### src/rtl/scroll_message_engine_if.sv
// Bus between the digit-scan logic / message writer and the message scroller.
// The master drives scan, mode and write strobes; the slave returns character, window start and step.
interface scroll_message_engine_if #(
    parameter int CHAR_W  = 4,
    parameter int MSG_LEN = 16,
    parameter int DIGITS  = 4
);
    localparam int AW = $clog2(MSG_LEN);
    localparam int DW = (DIGITS > 1) ? $clog2(DIGITS) : 1;

    logic [DW-1:0]     digit_sel;
    logic [1:0]        mode;
    logic              pause;
    logic              wr_en;
    logic [AW-1:0]     wr_addr;
    logic [CHAR_W-1:0] wr_data;
    logic [CHAR_W-1:0] char_out;
    logic [AW-1:0]     pos;
    logic              step;

    modport master (
        output digit_sel, mode, pause, wr_en, wr_addr, wr_data,
        input  char_out, pos, step
    );

    modport slave (
        input  digit_sel, mode, pause, wr_en, wr_addr, wr_data,
        output char_out, pos, step
    );
endinterface

### src/rtl/scroll_message_engine.sv
// Message scroller: writable MSG_LEN-entry character store with a DIGITS-wide window
// that advances on a programmable tick (static, left, right, ping-pong), with pause.
module scroll_message_engine #(
    parameter int CHAR_W  = 4,
    parameter int MSG_LEN = 16,
    parameter int DIGITS  = 4,
    parameter int PERIOD  = 8388608
) (
    input  logic                     clk,
    input  logic                     reset,
    scroll_message_engine_if.slave   bus
);
    localparam int AW  = $clog2(MSG_LEN);
    localparam int DW  = (DIGITS > 1) ? $clog2(DIGITS) : 1;
    localparam int TW  = (PERIOD > 1) ? $clog2(PERIOD) : 1;
    localparam int LIM = MSG_LEN - DIGITS;

    localparam logic [TW-1:0] TIMER_LAST = TW'(PERIOD - 1);
    localparam logic [AW-1:0] POS_LAST   = AW'(MSG_LEN - 1);
    localparam logic [AW-1:0] POS_LIM    = AW'(LIM);
    localparam logic [AW:0]   MSG_LEN_X  = (AW + 1)'(MSG_LEN);
    localparam logic [DW:0]   DIGITS_X   = (DW + 1)'(DIGITS);

    typedef enum logic {
        DIR_UP,
        DIR_DOWN
    } dir_t;

    logic [CHAR_W-1:0] r_msg [MSG_LEN];
    logic [AW-1:0]     r_pos;
    dir_t              r_dir;
    logic [TW-1:0]     r_timer;
    logic [CHAR_W-1:0] r_charOut;
    logic              r_step;

    logic              w_tick;
    logic              w_wrOk;
    logic [AW-1:0]     w_posInc;
    logic [AW-1:0]     w_posDec;
    logic [AW-1:0]     w_nextPos;
    dir_t              w_nextDir;
    logic [DW-1:0]     w_digit;
    logic [AW:0]       w_sum;
    logic [AW-1:0]     w_rdAddr;

    assign w_tick   = (r_timer == TIMER_LAST) && !bus.pause;
    assign w_wrOk   = bus.wr_en && ({1'b0, bus.wr_addr} < MSG_LEN_X);
    assign w_posInc = (r_pos == POS_LAST) ? '0 : r_pos + 1'b1;
    assign w_posDec = (r_pos == '0) ? POS_LAST : r_pos - 1'b1;

    // The window sum never exceeds 2*MSG_LEN-2, so one conditional subtraction wraps it.
    assign w_digit  = ({1'b0, bus.digit_sel} >= DIGITS_X) ? '0 : bus.digit_sel;
    assign w_sum    = {1'b0, r_pos} + (AW + 1)'(w_digit);
    assign w_rdAddr = (w_sum >= MSG_LEN_X) ? AW'(w_sum - MSG_LEN_X) : w_sum[AW-1:0];

    always_comb begin
        w_nextPos = r_pos;
        w_nextDir = r_dir;
        case (bus.mode)
            2'b01: w_nextPos = w_posInc;
            2'b10: w_nextPos = w_posDec;
            2'b11: begin
                // A window left beyond the bounce limit by another mode snaps back and heads down.
                if (r_pos > POS_LIM) begin
                    w_nextPos = POS_LIM;
                    w_nextDir = DIR_DOWN;
                end else if (LIM == 0) begin
                    w_nextPos = r_pos;
                end else if (r_dir == DIR_UP) begin
                    if (r_pos < POS_LIM) begin
                        w_nextPos = w_posInc;
                    end else begin
                        w_nextPos = w_posDec;
                        w_nextDir = DIR_DOWN;
                    end
                end else begin
                    if (r_pos != '0) begin
                        w_nextPos = w_posDec;
                    end else begin
                        w_nextPos = w_posInc;
                        w_nextDir = DIR_UP;
                    end
                end
            end
            default: w_nextPos = r_pos;
        endcase
    end

    always_ff @(posedge clk) begin
        if (reset) begin
            r_pos     <= '0;
            r_dir     <= DIR_UP;
            r_timer   <= '0;
            r_charOut <= '0;
            r_step    <= 1'b0;
            for (int i = 0; i < MSG_LEN; i++) begin
                r_msg[i] <= '0;
            end
        end else begin
            if (!bus.pause) begin
                r_timer <= (r_timer == TIMER_LAST) ? '0 : r_timer + 1'b1;
            end
            if (w_tick) begin
                r_pos <= w_nextPos;
                r_dir <= w_nextDir;
            end
            r_step    <= w_tick && (w_nextPos != r_pos);
            r_charOut <= r_msg[w_rdAddr];
            if (w_wrOk) begin
                r_msg[bus.wr_addr] <= bus.wr_data;
            end
        end
    end

    assign bus.char_out = r_charOut;
    assign bus.pos      = r_pos;
    assign bus.step     = r_step;
endmodule

### src/flat_wrapper.sv
// flat-port wrapper written by rule: the top's interface ports become plain ports
module scroll_message_engine_flat 
#(
    parameter int CHAR_W  = 4,
    parameter int MSG_LEN = 16,
    parameter int DIGITS  = 4,
    parameter int PERIOD  = 8388608
)
  (clk, reset, bus_digit_sel, bus_mode, bus_pause, bus_wr_en, bus_wr_addr, bus_wr_data, bus_char_out, bus_pos, bus_step);
  scroll_message_engine_if #(.CHAR_W(CHAR_W), .MSG_LEN(MSG_LEN), .DIGITS(DIGITS)) bus_i ();
  input  logic clk;
  input  logic reset;
  input wire logic [$bits(bus_i.digit_sel)-1:0] bus_digit_sel;
  input wire logic [$bits(bus_i.mode)-1:0] bus_mode;
  input wire logic [$bits(bus_i.pause)-1:0] bus_pause;
  input wire logic [$bits(bus_i.wr_en)-1:0] bus_wr_en;
  input wire logic [$bits(bus_i.wr_addr)-1:0] bus_wr_addr;
  input wire logic [$bits(bus_i.wr_data)-1:0] bus_wr_data;
  output wire logic [$bits(bus_i.char_out)-1:0] bus_char_out;
  output wire logic [$bits(bus_i.pos)-1:0] bus_pos;
  output wire logic [$bits(bus_i.step)-1:0] bus_step;
  assign bus_i.digit_sel = bus_digit_sel;
  assign bus_i.mode = bus_mode;
  assign bus_i.pause = bus_pause;
  assign bus_i.wr_en = bus_wr_en;
  assign bus_i.wr_addr = bus_wr_addr;
  assign bus_i.wr_data = bus_wr_data;
  assign bus_char_out = bus_i.char_out;
  assign bus_pos = bus_i.pos;
  assign bus_step = bus_i.step;
  scroll_message_engine #(.CHAR_W(CHAR_W), .MSG_LEN(MSG_LEN), .DIGITS(DIGITS), .PERIOD(PERIOD)) u_core (.clk(clk), .reset(reset), .bus(bus_i));
endmodule
### config.mk
export PLATFORM = sky130hd
export DESIGN_NAME = scroll_message_engine_flat
export DESIGN_NICKNAME = d
export VERILOG_FILES = /design/src/rtl/scroll_message_engine_if.sv /design/src/rtl/scroll_message_engine.sv /design/src/flat_wrapper.sv
export SDC_FILE = /design/constraint.sdc
export NUM_CORES = 1
export LEC_CHECK = 0
export ABC_AREA = 1
export BUFFER_PORTS_ARGS = -buffer_cell sky130_fd_sc_hd__buf_4
export CAP_MARGIN = 15
export CELL_PAD_IN_SITES_DETAIL_PLACEMENT = 0
export CELL_PAD_IN_SITES_GLOBAL_PLACEMENT = 1
export CORE_MARGIN = 2
export CORE_UTILIZATION = 47
export DETAILED_ROUTE_END_ITERATION = 16
export PLACE_DENSITY = 0.79
export REMOVE_ABC_BUFFERS = 1
export SYNTH_ARGS = -nofsm -noshare
export SYNTH_HDL_FRONTEND = slang
export SYNTH_SLANG_ARGS = --single-unit
### constraint.sdc
create_clock -name clk -period 2.3 [get_ports clk]
set_input_delay 0.23 -clock clk [delete_from_list [all_inputs] [get_ports clk]]
set_output_delay 0.23 -clock clk [all_outputs]
set_load 0.05 [all_outputs]
Word-level counts from Yosys, hierarchy flattened

Memories as Yosys holds them, arrays and structs flattened. A register that Yosys moved wholly into a read port is not among the register bits.
Cells that the tools add are included.

Memory bits (read-only): 0
Memories: 1
Bits in registers: 29
RAM bits: 64
Word-level logic and storage cells: 47
Bits in latches: 0

Memories:

| name         | depth | width | read ports | clocked after memory_dff | write ports | line                        | RTL |
|---|---|---|---|---|---|---|---|
| u_core.r_msg | 16    | 4     | 1          | 1                        | 16          | scroll_message_engine.sv:29 | `logic [CHAR_W-1:0] r_msg [MSG_LEN];` |

Equal/unequal tests: 6
Divide/modulo/power cells: 0
Reduce and logical (&&, ||, !) cells: 7
Mux-type cells: 21
$lt $le $gt $ge: 3
Bitwise operators: 0
Add/sub/neg operators: 5
Multipliers: 0
Shift-type cells: 0

Operators with widths:

| kind                  | count |
|---|---|
| $mux 4                | 9 |
| $add 23x1->23 const B | 1 |
| $eq 23x23->1 const B  | 1 |
| $mux 23               | 1 |
| $pmux 4 s3            | 1 |
| $mux 1                | 10 |
| $sub 4x1->4 const B   | 2 |
| $add 4x2->5           | 1 |
| $ge 5x5->1 const B    | 1 |
| $add 4x1->4 const B   | 1 |
| $eq 2x2->1 const B    | 2 |
| $eq 4x4->1 const B    | 1 |
| $gt 4x4->1 const B    | 1 |
| $logic_not 4->1       | 1 |
| $lt 4x4->1 const B    | 1 |
| $ne 4x4->1            | 1 |
| $reduce_bool 4->1     | 1 |
| $reduce_or 4->1       | 1 |
| $eq 2x1->1 const B    | 1 |
| $logic_and 1x1->1     | 2 |
| $reduce_and 2->1      | 1 |
| $logic_not 1->1       | 1 |

Logic depth before layout (Yosys ltp)

Gate-level depths: netlist of run 1.

Word-level depth: 8
Depth in mapped cells: 13

Worst setup path after synthesis of run 1

No wires, ideal clock.

Path type: register -> register
Start point: register u_core.r_pos[0] (netlist: u_core.bus.pos[0])
End point: register u_core.r_charOut[3] (netlist: u_core.bus.char_out[3]) (read register of u_core.r_msg)
Setup slack: -0.087 ns
Period minus slack after synthesis: 2.387 ns
Stages on the path, launching flop included: 9
Path buffers: 1
Arrival: 2.316 ns
Data required time: 2.229 ns
Cell sequence: dfxtp_1 > ha_1 > fa_1 > inv_1 > clkbuf_1 > o21ai_0 > o221ai_1 > o211ai_1 > a21oi_1

Cells in the longest elaborated chain, start to end: 3
Elaborated cells on any way between the ends: 4
Those cells by class: add/sub: 2; order compare: 1; mux: 1

Ends and longest elaborated chain:

| what                                      | line                         | RTL |
|---|---|---|
| start, declared                           | scroll_message_engine.sv:30  | `logic [AW-1:0] r_pos;` |
| start signal, assigned                    | scroll_message_engine.sv:104 | `r_pos <= w_nextPos;` |
| $add 4x2->5 (*)                           | scroll_message_engine.sv:53  | `assign w_sum = {1'b0, r_pos} + (AW + 1)'(w_digit);` |
| $sub 4x1->4 or $ge 5x5->1 (tied branches) | scroll_message_engine.sv:54  | `assign w_rdAddr = (w_sum >= MSG_LEN_X) ? AW'(w_sum - MSG_LEN_X) : w_sum[AW-1:0];` |
| $mux 4 (*)                                | scroll_message_engine.sv:54  |  |
| end, declared                             | scroll_message_engine.sv:33  | `logic [CHAR_W-1:0] r_charOut;` |

Mark *: on every way between the ends. The rest lies on a longest branch, timed or not.
A chain may end at the register's enable or synchronous reset.

Worst setup path in the final report of run 1

Start point: register u_core.r_pos[0] (netlist: u_core.bus.pos[0])
End point: register u_core.r_charOut[2] (netlist: u_core.bus.char_out[2]) (read register of u_core.r_msg)

Same word-level chain as after synthesis.

==> key figures, run 1 <==
Cells and area
  • Finished Layout Cells: 709
  • N_diodes: 0
  • Most common cell after layout, fill and taps aside: nor2_1
  • # fillers: 946
  • NumNets Final: 593
  • Most frequent cells in the layout: 131 x nor2_1, 92 x nand2_1, 64 x edfxtp_1
  • Layout cells sized above 1: 12.50%
  • Post-layout util: 54.08%
  • Layout Area Growth over Synthesis: 11.25%

Drt
  • Avg Vias per Cell: 5.233
  • Total wire length: 10,870 um
  • Drt drc: 0
  • Iteration-0 DRC Markers: 270
  • Via count: 3,710
  • DRT Pass-1 Iters: 5
  • Antenna Nets Post-Route: 0
  • Drt wl/cell: 15.32 um

Synth
  • Syn Std Cell Area: 4773 um2
  • Post-synth top area cell: edfxtp_1
  • Largest cells by area after synthesis: edfxtp_1 40%, dfxtp_1 14%, nor2_1 10%
  • Mapped Cells: 543
  • Syn Area/Cell: 8.791 um2
  • Distinct cell type count after synthesis: 34
  • Seq/Total Area, Yosys: 54.10%
  • YS warnings: 0
  • Synth Register Bits: 97
  • Top cell type's share of synthesized area: 40.26%

Timing
  • Period utilization: 89.46%
  • Endpoints failing setup: 0
  • RSZ-0062 raised after global routing: no
  • Final min period: 2057 ps
  • Fin Setup TNS: 0 ps
  • Count of final hold-check violations: 0
  • Max Freq: 486.0 MHz
  • Worst slew pin tran: 718.1 ps
  • Final Skew: 8.146 ps
  • Slew HR: 52.07%
  • Fin. max-slew vios: 0

Critical path
  • Req. time, crit path: 2620 ps
  • Critical Path End Type: flop
  • Crit-path max FO: 16
  • CP Class: reg2reg
  • Arrival time at the worst endpoint: 2380 ps
  • Worst Setup Start Kind: flop

Pwr
  • Seq pwr share: 59.0%
  • Sw Share: 26.77%
  • Clock share of power: 32.8%
  • Switching power total: 885.7 uW
  • Power Density: 623.0 nW/um2
  • VDD IR-drop max: 0.3134 mV
  • Leak pwr: 2.146 nW
  • Cell Int Power: 2.423 mW
  • Combinational share of power: 8.2%

Global route
  • Gr usage total: 20.88%
  • Vias in the first global route: 3,600
  • Largest net degree at the start of global routing: 33
  • Initial antenna violation count: 0
  • GRT Residual Overflow: 0
  • Global-route wire length before repair: 17,800 um

Clock network
  • Post-CTS Resized: 0
  • CTS max path bufs: 2
  • Root Driver: clkbuf_8
  • # clock sinks: 97
  • CTS Hold Bufs: 0
  • TritonCTS clock tree: done
  • Reg clk slew, reported paths: 100 ps
  • Num CTS Buffers: 9
  • Post-CTS Setup Inserts: 0
  • H-Tree Depth: 3
  • Clock latency on the worst-skew pair: 380 ps

Floorplan
  • Core Region: 9819 um2
  • Die width: 104.8 um
  • Initial Util: 48.61%
  • FP Rows: 36
  • Die ar.: 10,980 um2
  • Chip height: 104.8 um
  • IO Count: 25

Run status
  • Status: finished, final reports clean

Flow run
  • Max-cap violation count: 0

Min path
  • Worst min-delay path class: in2reg

Placed design
  • Post-Place Cells: 693
  • GP Congestion: 0.8342
  • DP Wirelength: 7705 um
  • Port Buffer Count: 24
cell usage after synthesis:
cell and number:
o22ai_1 6, ha_1 5, nand2_2 3, xor2_1 7
edfxtp_1 64, nor2_1 131, fa_1 1, nand2_1 92
inv_1 48, nand3_2 1, nand3_1 21, nand4_2 2
or2_2 1, a21oi_1 11, nor2_4 4, nor3b_1 5
dfxtp_1 33, o21ai_0 36, xnor2_1 3, o21bai_1 4
nand4_4 1, o221ai_1 10, nand4_1 11, nand3_4 1
buf_6 1, nand2_4 1, inv_2 2, o22ai_2 4
nor3_1 7, clkbuf_1 14, o211ai_1 8, nor2_2 1
buf_2 3, a221oi_1 1
metal layers:
| layer | GRT usage [%] | share of wire, % | wire (um) |
|---|---|---|---|
| met1 | 27.15 | 45 | 4865 |
| met2 | 34.97 | 49 | 5318 |
| met3 | 3.119 | 4.6 | 501 |
| met4 | 8.476 | 1.7 | 180 |
| met5 | 0 | 0 | 0 |
flip-flops by register name, summed over array words and instances, names as in the netlist:
register / flops
u_core.bus.char_out: 4
u_core.bus.pos: 4
u_core.r_timer: 23
u_core.bus.step: 1
u_core.r_dir: 1
u_core.r_msg: 64
per-stage QoR:
step / hold WS, ps / area (um2) / worst slack (ps) / power (mW)
2_1_floorplan: 299.1 / 4695 / -191.3 / 2.145
6_report: 129.6 / 5310 / 242.5 / 3.308
4_1_cts: 114.5 / 5310 / 259.7 / 3.325
3_3_place_gp: 461.1 / 5124 / 281.7 / 2.261
5_1_grt: 145.7 / 5310 / 51.25 / 3.438
3_5_place_dp: 479.8 / 5124 / 263.3 / 2.265
critical path, stage by stage, from the launching register on:
cell and delay (ps):
dfxtp_1 330, ha_1 210, fa_1 460, inv_1 320, o21ai_0 170, o221ai_1 230, nand3_1 110, a21oi_1 160
cells by family after synthesis:
group                    share of synthesized area (%)
AO/OA/AOI/OAI                                    10.67
XOR/XNOR                                         1.835
adder cells (fa/ha/maj)                          1.730
buffers and inverters                            5.583
flip-flops                                       54.10
AND/OR/NAND/NOR                                  26.08
final cells by class:
class	instances	area [um2]	share of cell area, %
inverters	50	187.7	3.534
well taps	133	166.4	3.134
repair buffers	35	262.8	4.948
clock buffers	9	123.9	2.333
flip-flops and latches	97	2582	48.63
multi-input cells	378	1924	36.24
clock inverters	7	62.56	1.178
power groups by stage:
stage | Sequential (mW) | Combinational [mW] | Clock, mW
4_1_cts | 1.95 | 0.274 | 1.10
3_3_place_gp | 1.99 | 0.270 | 0
2_1_floorplan | 2.00 | 0.146 | 0
6_report | 1.95 | 0.271 | 1.09
3_5_place_dp | 1.99 | 0.273 | 0
5_1_grt | 1.96 | 0.302 | 1.18
worst paths after layout:
kind / startpoint / endpoint / slack [ps] / depth (start not counted)
max: u_core.bus.pos[0] / u_core.bus.char_out[2] / 240 / 7
min: bus_pause / u_core.r_timer[1] / 130 / 3
max reg2reg: u_core.bus.pos[0] / u_core.bus.char_out[2] / 240 / 7
min reg2reg: u_core.r_timer[4] / u_core.r_timer[4] / 490 / 2
Note: power is estimated with default switching activity, not from simulation.
==> run 2, diff against run 1 <==
Settings changed: MAX_ROUTING_LAYER from default to met4.
==> key figures, run 2 (synthesized netlist as in run 1, its figures left out) <==
Run status
  • Status: finished, final reports clean

Cells and area
  • Most common cell after layout, fill and taps aside: nor2_1
  • Post-layout util: 54.20% (+0.13 points)
  • Largest regs: u_core.r_msg x64, u_core.r_timer x23
  • N_diodes: 0 (unchanged)
  • Number of flip-flops under the largest register name: 64 (unchanged)
  • Layout Area Growth over Synthesis: 11.51%
  • Finished Layout Cells: 710 (+0.14%)
  • Top reg by flops: u_core.r_msg
  • Most frequent cells in the layout: 131 x nor2_1, 92 x nand2_1, 64 x edfxtp_1
  • Layout cells sized above 1: 12.48% (-0.022 points)
  • NumNets Final: 595 (+0.34%)

Timing
  • Worst hold slack: 150.9 ps (+21.27 ps)
  • Worst slew pin tran: 703.2 ps (-14.89 ps)
  • Fin worst setup slack: 272.0 ps (+29.42 ps)
  • Max Freq: 493.1 MHz (+1.5%)
  • RSZ-0062 raised after global routing: no
  • Final Skew: 4.571 ps (-3.575 ps)
  • Final min period: 2028 ps (-29.42 ps)
  • Period utilization: 88.18% (-1.3 points)
  • Slew HR: 53.07% (+0.99 points)
  • Count of final hold-check violations: 0 (unchanged)
  • Endpoints failing setup: 0 (unchanged)
  • Fin. max-slew vios: 0 (unchanged)

Clock network
  • # clock sinks: 97 (unchanged)
  • TritonCTS clock tree: done
  • CTS Hold Bufs: 0 (unchanged)
  • H-Tree Depth: 3 (unchanged)
  • Post-CTS Resized: 0 (unchanged)
  • Root Driver: clkbuf_8
  • Post-CTS Setup Inserts: 0 (unchanged)
  • Clock latency on the worst-skew pair: 370 ps (about the same)
  • Num CTS Buffers: 9 (unchanged)
  • CTS max path bufs: 2 (unchanged)
  • Reg clk slew, reported paths: 90 ps (about the same)

Min path
  • Worst min-delay path class: in2reg
  • Hold Path Origin: bus_pause

Critical path
  • Setup crit start: u_core.bus.pos[0]
  • CP Class: reg2reg
  • Crit-path max FO: 16 (unchanged)
  • Critical Path End Type: flop
  • Worst R2R Start: u_core.bus.pos[0]
  • Arrival time at the worst endpoint: 2330 ps (-50 ps)
  • Reg2reg setup slack: 270 ps (+30 ps)
  • Worst Setup Start Kind: flop
  • Req. time, crit path: 2600 ps (-20 ps)

Drt
  • DRT Pass-1 Iters: 5 (unchanged)
  • Avg Vias per Cell: 5.301 (+1.3%)
  • Via count: 3,764 (+1.5%)
  • Iteration-0 DRC Markers: 353 (+31%)
  • Total wire length: 10,970 um (+0.94%)
  • Drt drc: 0 (unchanged)
  • Drt wl/cell: 15.45 um (+0.80%)
  • Antenna Nets Post-Route: 0 (unchanged)

Global route
  • GRT Residual Overflow: 0 (unchanged)
  • Vias in the first global route: 3,595 (-0.14%)
  • Largest net degree at the start of global routing: 33 (unchanged)
  • Initial antenna violation count: 0 (unchanged)
  • Gr usage total: 21.68% (+0.80 points)
  • Global-route wire length before repair: 18,020 um (+1.2%)

Pwr
  • VDD IR-drop max: 0.2971 mV (-5.2%)
  • Power consumption: 3.313 mW (+0.15%)
  • Leak pwr: 2.149 nW (+0.14%)
  • Power Density: 622.5 nW/um2 (about the same)

Floorplan
  • FP Rows: 36 (unchanged)
  • Die ar.: 10,980 um2 (unchanged)
  • IO Count: 25 (unchanged)
  • Chip height: 104.8 um (unchanged)
  • Die width: 104.8 um (unchanged)
  • Initial Util: 48.61% (unchanged)
  • Core Region: 9819 um2 (unchanged)

Flow run
  • Max-cap violation count: 0 (unchanged)

Placed design
  • GP Congestion: 0.9405 (+13%)
  • Pre-CTS worst setup slack: 271.7 ps (+8.377 ps)
  • DP Wirelength: 7941 um (+3.1%)
  • Post-Place Cells: 695 (+0.29%)
  • Port Buffer Count: 24 (unchanged)
==> run 2: per-stage QoR <==
| step | setup TNS (ps) | instance area (um2) |
|---|---|---|
| after floorplan | -758.1 | 4695 |
| after global placement | 0 | 5139 |
| after detailed placement | 0 | 5139 |
| after CTS | 0 | 5323 |
| after global routing | 0 | 5323 |
| final | 0 | 5323 |
==> run 2: worst max-delay path: stages, from the launching register on <==
cell and delay (ps):
dfxtp_1 320, ha_1 220, fa_1 460, inv_1 310, o21ai_0 160, o221ai_1 200
o211ai_1 130, a21oi_1 160
==> run 2: final timing paths <==
check | to | cells after the start
max | u_core.bus.char_out[1] | 7
min | u_core.r_timer[1] | 3
max reg2reg | u_core.bus.char_out[1] | 7
min reg2reg | u_core.r_timer[4] | 2
==> run 2: power by group <==
part,leakage (nW),switching [mW],internal (mW)
Sequential,0.877,0.0288,1.93
Clock,0.0849,0.590,0.496
Combinational,1.19,0.192,0.0808
Total,2.15,0.810,2.50
==> run 2: area by class of cell <==
cell class                      instances  area, um2
Fill cell                             958       4497
Clock inverter                          5      56.30
Timing Repair Buffer                   37      277.8
Sequential cell                        97       2582
Tap cell                              133      166.4
Clock buffer                           10      127.6
Inverter                               50      187.7
Multi-Input combinational cell        378       1924
==> run 2: layer usage <==
layer  vias to the layer above  wire length, um  track usage [%]
met5                         -                0                -
met4                         0              244            8.000
met3                        20              599            3.556
met2                       135             5140            33.91
met1                      1718             4981            28.59
li1                       1891                -                -
